## src/rtl/led_mode_scheduler.sv

```systemverilog
// rtl/led_mode_scheduler.sv - debounced LED mode selection with step tick divider and clear sequencing
// Define AUTO_CYCLE_EN to add AutoMode-driven automatic mode cycling.
module led_mode_scheduler #(
  parameter int TICK_SLOW    = 50000000,
  parameter int DEBOUNCE_CYC = 1000000,
  parameter int DWELL_STEPS  = 16
) (
  input  logic       HWClock,
  input  logic       Reset,
  input  logic [3:0] Switch,
  input  logic       AutoMode,
  output logic [1:0] ModeSel,
  output logic       Fast,
  output logic       Reverse,
  output logic       StepTick,
  output logic       ModeClear
);

  localparam int DB_W  = (DEBOUNCE_CYC > 1) ? $clog2(DEBOUNCE_CYC + 1) : 1;
  localparam int DIV_W = $clog2(TICK_SLOW);
  localparam logic [DIV_W-1:0] SLOW_LAST = DIV_W'(TICK_SLOW - 1);
  localparam logic [DIV_W-1:0] FAST_LAST = DIV_W'(TICK_SLOW / 2 - 1);

`ifdef AUTO_CYCLE_EN
  localparam int NDB  = 5;
  localparam int DW_W = $clog2(DWELL_STEPS + 1);
`else
  localparam int NDB  = 4;
`endif

  typedef enum logic [1:0] {ST_CLEAR, ST_MANUAL, ST_AUTO} state_t;

  logic [NDB-1:0]  raw;
  logic [NDB-1:0]  stable_q, stable_d;
  logic [DB_W-1:0] db_cnt_q [NDB];
  logic [DB_W-1:0] db_cnt_d [NDB];

  state_t           state_q, state_d;
  logic [1:0]       mode_sel_q, mode_sel_d;
  logic             fast_q, fast_d;
  logic             reverse_q, reverse_d;
  logic             tick_q, tick_d;
  logic             mode_clear_q, mode_clear_d;
  logic [DIV_W-1:0] div_q, div_d;
  logic [DIV_W-1:0] div_last;
  logic [1:0]       sw_mode;
  logic             auto_on;
  logic             load_sw;

`ifdef AUTO_CYCLE_EN
  logic [DW_W-1:0] dwell_q, dwell_d;
  assign raw     = {AutoMode, Switch};
  assign auto_on = stable_q[4];
`else
  logic unused_auto_mode;
  assign unused_auto_mode = AutoMode;
  assign raw     = Switch;
  assign auto_on = 1'b0;
`endif

  assign sw_mode = stable_q[1:0];

  // A differing raw sample extends the run; any agreeing sample restarts it.
  always_comb begin
    stable_d = stable_q;
    for (int i = 0; i < NDB; i++) begin
      db_cnt_d[i] = '0;
      if (raw[i] != stable_q[i]) begin
        if (db_cnt_q[i] == DB_W'(DEBOUNCE_CYC - 1)) begin
          stable_d[i] = raw[i];
        end else begin
          db_cnt_d[i] = db_cnt_q[i] + 1'b1;
        end
      end
    end
  end

  always_comb begin
    state_d    = state_q;
    mode_sel_d = mode_sel_q;
    load_sw    = 1'b0;
`ifdef AUTO_CYCLE_EN
    dwell_d    = dwell_q;
`endif
    case (state_q)
      ST_CLEAR: begin
        // mode_clear_q low here only in the first cycle out of reset
        if (mode_clear_q) begin
          state_d = auto_on ? ST_AUTO : ST_MANUAL;
        end else begin
          load_sw = 1'b1;
        end
      end
      ST_MANUAL: begin
        if (sw_mode != mode_sel_q || auto_on) begin
          state_d = ST_CLEAR;
          load_sw = 1'b1;
        end
      end
`ifdef AUTO_CYCLE_EN
      ST_AUTO: begin
        if (!auto_on) begin
          state_d = ST_CLEAR;
          load_sw = 1'b1;
        end else if (tick_q && dwell_q == DW_W'(DWELL_STEPS - 1)) begin
          state_d    = ST_CLEAR;
          mode_sel_d = mode_sel_q + 1'b1;
        end
      end
`endif
      default: state_d = ST_CLEAR;
    endcase
    if (load_sw) begin
      mode_sel_d = sw_mode;
    end
`ifdef AUTO_CYCLE_EN
    if (state_q != ST_AUTO || state_d != ST_AUTO) begin
      dwell_d = '0;
    end else if (tick_q) begin
      dwell_d = dwell_q + 1'b1;
    end
`endif
  end

  always_comb begin
    mode_clear_d = (state_d == ST_CLEAR);
    fast_d       = stable_q[2];
    reverse_d    = stable_q[3];
    div_last     = fast_q ? FAST_LAST : SLOW_LAST;
    div_d        = div_q + 1'b1;
    tick_d       = 1'b0;
    // >= lets a switch to the shorter period wrap immediately.
    if (state_q == ST_CLEAR || state_d == ST_CLEAR) begin
      div_d = '0;
    end else if (div_q >= div_last) begin
      div_d  = '0;
      tick_d = 1'b1;
    end
  end

  always_ff @(posedge HWClock or posedge Reset) begin
    if (Reset) begin
      stable_q     <= '0;
      for (int i = 0; i < NDB; i++) db_cnt_q[i] <= '0;
      state_q      <= ST_CLEAR;
      mode_sel_q   <= 2'b00;
      fast_q       <= 1'b0;
      reverse_q    <= 1'b0;
      tick_q       <= 1'b0;
      mode_clear_q <= 1'b0;
      div_q        <= '0;
`ifdef AUTO_CYCLE_EN
      dwell_q      <= '0;
`endif
    end else begin
      stable_q     <= stable_d;
      for (int i = 0; i < NDB; i++) db_cnt_q[i] <= db_cnt_d[i];
      state_q      <= state_d;
      mode_sel_q   <= mode_sel_d;
      fast_q       <= fast_d;
      reverse_q    <= reverse_d;
      tick_q       <= tick_d;
      mode_clear_q <= mode_clear_d;
      div_q        <= div_d;
`ifdef AUTO_CYCLE_EN
      dwell_q      <= dwell_d;
`endif
    end
  end

  assign ModeSel   = mode_sel_q;
  assign Fast      = fast_q;
  assign Reverse   = reverse_q;
  assign StepTick  = tick_q;
  assign ModeClear = mode_clear_q;

endmodule

```

## config.mk

```make
export PLATFORM = sky130hd
export DESIGN_NAME = led_mode_scheduler
export DESIGN_NICKNAME = d
export VERILOG_FILES = /design/src/rtl/led_mode_scheduler.sv
export SDC_FILE = /design/constraint.sdc
export NUM_CORES = 1
export LEC_CHECK = 0
export ABC_AREA = 1
export ABC_CLOCK_PERIOD_IN_PS = 8000
export BUFFER_PORTS_ARGS = -buffer_cell sky130_fd_sc_hd__buf_2
export CORE_MARGIN = 2
export CORE_UTILIZATION = 50
export DETAILED_ROUTE_END_ITERATION = 16
export GPL_ROUTABILITY_DRIVEN = 0
export GPL_TIMING_DRIVEN = 0
export PLACE_DENSITY_LB_ADDON = 0.3
export SLEW_MARGIN = 20
export SYNTH_ARGS = -nofsm -noshare
export SYNTH_HDL_FRONTEND = slang
export SYNTH_SLANG_ARGS = --single-unit
```

## constraint.sdc

```tcl
create_clock -name HWClock -period 8 [get_ports HWClock]
set_clock_uncertainty 0.1 [all_clocks]
set_input_delay 1.6 -clock HWClock [delete_from_list [all_inputs] [get_ports HWClock]]
set_output_delay 1.6 -clock HWClock [all_outputs]
set_load 0.005 [all_outputs]
```

Word-level counts from Yosys, hierarchy flattened
Cells that the tools add are included.
{"block": "totals", "elab_cells": 57, "ram_bits": 0, "output_inout_bits": 6, "mem_count": 0, "latchBits": 0, "regBits": 118, "romBits": 0}
{"block": "classes", "reduce_logical": 7, "n_eq_ne": 10, "n_addsub": 5, "shift": 0, "order_cmp": 1, "n_bitwise": 0, "div_mod_pow": 0, "n_mul": 0, "muxes": 19}
{"op": "$mux W20", "count": 8}
{"op": "$add A20 B1 Y20 const B", "count": 4}
{"op": "$eq A20 B20 Y1 const B", "count": 4}
{"op": "$mux W26", "count": 3}
{"op": "$add A26 B1 Y26 const B", "count": 1}
{"op": "$ge A26 B26 Y1", "count": 1}
{"op": "$reduce_and A2 Y1", "count": 4}
{"op": "$logic_not A2 Y1", "count": 2}
{"op": "$mux W1", "count": 4}
{"op": "$mux W2", "count": 2}
{"op": "$ne A1 B1 Y1", "count": 4}
{"op": "$pmux W2 S2", "count": 1}
{"op": "$eq A2 B1 Y1 const B", "count": 1}
{"op": "$ne A2 B2 Y1", "count": 1}
{"op": "$pmux W1 S2", "count": 1}
{"op": "$logic_or A1 B1 Y1", "count": 1}

Depth between registers and ports, before layout
{"block": "depth", "ltp_word": 6, "depth_mapped": 10}

Least setup slack after synthesis
No wires, ideal clock.
{"block": "synth_timing", "path_kind": "in2reg", "start": "input Switch[2]", "end": "register db_cnt_q[22] in the netlist's numbering", "t_arrival_ns": 2.301, "path_buffers": 0, "setup_slack_ns": 5.510, "setup_ns": 0.089, "required_time_ns": 7.811, "stages": 3, "path_cell_list": "xor2_1 clkinv_1 nor3b_1"}
{"item": "from (decl)", "line_no": "10", "text": "input logic [3:0] Switch,"}
{"item": "to (decl)", "line_no": "35", "text": "logic [DB_W-1:0] db_cnt_q [NDB];"}

Final worst setup path
{"block": "layout_timing", "start": "register fast_q, in the netlist Fast", "end": "output Fast"}
{"item": "from (decl)", "line_no": "40", "text": "logic fast_q, fast_d;"}
{"item": "from (signal assigned)", "line_no": "160", "text": "fast_q <= fast_d;"}
{"item": "to (decl)", "line_no": "13", "text": "output logic Fast,"}
No word-level cell between the ends.

==> summary.md <==
| Metric | Value |
|---|---|
| Status | completed |
| Syn Inst Count | a little over 900 |
| Critical path class | flop to output port |
| Pins Over Slew Limit | 0 |
| Syn avg cell area | between 7 and 8 µm² |
| Synth top area cells | dfrtp_1 (43%), nor2_1 (13%), nand2_1 (12%) |
| Layout cells sized above 1 | 0.08727 |
| Ys async rst share | 1.000 |
| Max incr delay on CP | ~0.53 ns |
| Synthesized net count | ~950 |
| Fin crit share | 0.3520 |
| Endpoints failing setup | 0 |
| Top post-synthesis cells by count | nor2_1 (240), nand2_1 (219), dfrtp_1 (118) |
| 1st-pass router iterations | 5 |
| Share of the synthesized area in the top cell type | 0.4289 |
| H-tree levels | 4 |
| Drt wl/cell | around 12 µm |
| Warnings, synthesis | 0 |
| Die ar. | ~0.015 mm² |
| Vias per Instance | around 5.0 |
| Area grow syn2layout | 13.54% |
| Crit path DAT | around 1.1 ns |
| CP top delay family | flip-flops |
| DR iter-0 viols | ~390 |
| Overall die width | between 100 and 150 µm |
| Setup TNS | 0 ns |
| Buf/Inv on CP | 1 |
| IO Count | 13 |
| Gr usage total | 0.2090 |
| CTS max path bufs | 2 |
| Data required, critical path | 6.30 ns |
| Crit start category | flop |
| Postcts setup bufs | 0 |
| Post-synth top flop | dfrtp_1 |
| Inserted Diodes | 0 |
| Worst path cell trace | buf_2 |
| Largest net degree at the start of global routing | 80 |
| Fin crit period | ~2.8 ns |
| Number of antenna-violating nets in the routed design | 0 |
| Cell taking the most area after synthesis | dfrtp_1 |
| Seq cells post-synth | about 120 |
| Post_cts resized | 0 |
| CTS tree | built |
| Register area share after synthesis | 0.4289 |
| Max_cap viols | 0 |
| Port Buffers | 11 |
| First-pass GRT wire length | 24,670 µm |
| Yosys cell types | 29 |
| Die Y-Extent | approximately 120 µm |
| Hold slack | between 0.3 and 0.4 ns |
| DR DRC count | 0 |
| Critical Path Fanout Max | 7 |
| Number of flops mapped to enable cells by yosys | 0 |
| Total power | 1.531 mW |
| Drt total wl | 13,800 µm |
| Fillers | 1,252 |
| VDD IR max | roughly 0.16 mV |
| Worst hold path type | flop to flop |
| Antenna violations before repair | 0 |
| Number of global-route vias before repair | roughly 5,500 |
| Remaining global-route overflow | 0 |
| DP Wirelength | around 10000 µm |
| Core ar. | roughly 0.013 mm² |
| Worst-Skew Late Latency | about 0.42 ns |
| Synth Cell Area | roughly 0.007 mm² |
| Slowest cell on the critical path | dfrtp_1 |
| RSZ-0062 raised after global routing | no |
| P_leak | around 3.2 nW |
| CTS sink cnt | between 100 and 150 |
| Num CTS Buffers | 17 |
| Count leader, synth | nor2_1 |
| CP Capture Type | output port |
| Total number of vias | ~5,800 |
| Row count | 42 |
| Final Hold Vio Count | 0 |
| Hold buffers post-CTS | 0 |
| Clock root buffer | clkbuf_16 |
| Layout Nets | between 900 and 1,000 |
| Fmax | ~0.36 GHz |
| Clock transition at the registers of the reported paths | approximately 0.050 ns |
| Initial Util | 0.5157 |
| PD cells | 195.9 mW/mm² |
-- sequential cells by signal, indices dropped and copies added (netlist names) --
signal,cells
Reverse,1
ModeClear,1
Fast,1
state_q,2
ModeSel,2
StepTick,1
stable_q,4
div_q,26
db_cnt_q,80
-- layout by cell type (no fill, tap or decap), types with 5 or more instances in the layout --
master	count
nor3b_1	9
o21ai_0	8
inv_1	94
nand3_1	60
nor2_1	240
xnor2_1	14
nand2_2	9
ha_1	14
xor2_1	49
nand4_1	17
buf_2	11
dfrtp_1	118
nor2_4	5
nor2_2	6
nand2_1	219
clkbuf_16	17
a21oi_1	17
nor3_1	21
inv_2	5
-- per-layer routing --
metal	vias to the layer above	track usage	share of wire
met3	19	0.05686	0.040
met5	-	0	0
li1	2972	-	-
met1	2674	0.2848	0.49
met2	107	0.3297	0.46
met4	0	0.05603	0.010
-- area by class of cell --
type,count,area (µm²),area share
plain buffers,3,33.78,0.004322
multi-input cells,707,3515,0.4497
repair buffers,12,82.58,0.01057
flip-flops and latches,118,2953,0.3778
clock buffers,20,446.7,0.05715
well taps,176,220.2,0.02817
inverters,102,387.9,0.04962
clock inverters,12,177.7,0.02273
-- through the flow --
stage               cells  setup slack (ns)    util  cell area, µm²
global route         1150             5.128  0.5856            7816
global placement     1117             1.753  0.5364            7159
floorplan             930             3.171       -            6884
finish               1150             5.184  0.5856            7816
CTS                  1150             5.157  0.5856            7816
detailed placement   1118             5.195  0.5388            7192
-- worst paths after layout --
check | startpoint | end | slack, ns | cells after the start
max in group asynchronous | Reset | db_cnt_q[52] | 6.02 | 3
min reg2reg | stable_q[3] | Reverse | 0.32 | 0
min | stable_q[3] | Reverse | 0.32 | 0
max reg2reg | Fast | div_q[16] | 5.76 | 10
max | Fast | Fast | 5.18 | 1
min in group asynchronous | Reset | db_cnt_q[15] | 1.09 | 2
-- logic make-up (layout without fill, tap and decap cells) --
family,count (synthesis),after routing,share of synthesized area
AO/OA/AOI/OAI,27,27,0.02036
XOR/XNOR,63,63,0.08015
adder cells (fa/ha/maj),14,14,0.02545
buffers and inverters,105,149,0.06052
flip-flops,118,118,0.4289
other,1,1,0.0005447
AND/OR/NAND/NOR,602,602,0.3840
-- power breakdown --
group,total (mW),internal (mW),leakage [nW],switching [mW]
Sequential,0.635,0.616,1.61,0.0182
Clock,0.800,0.528,0.292,0.272
Combinational,0.0961,0.0335,1.26,0.0626
Total,1.53,1.18,3.15,0.353
(Power assumes the default switching activity.)
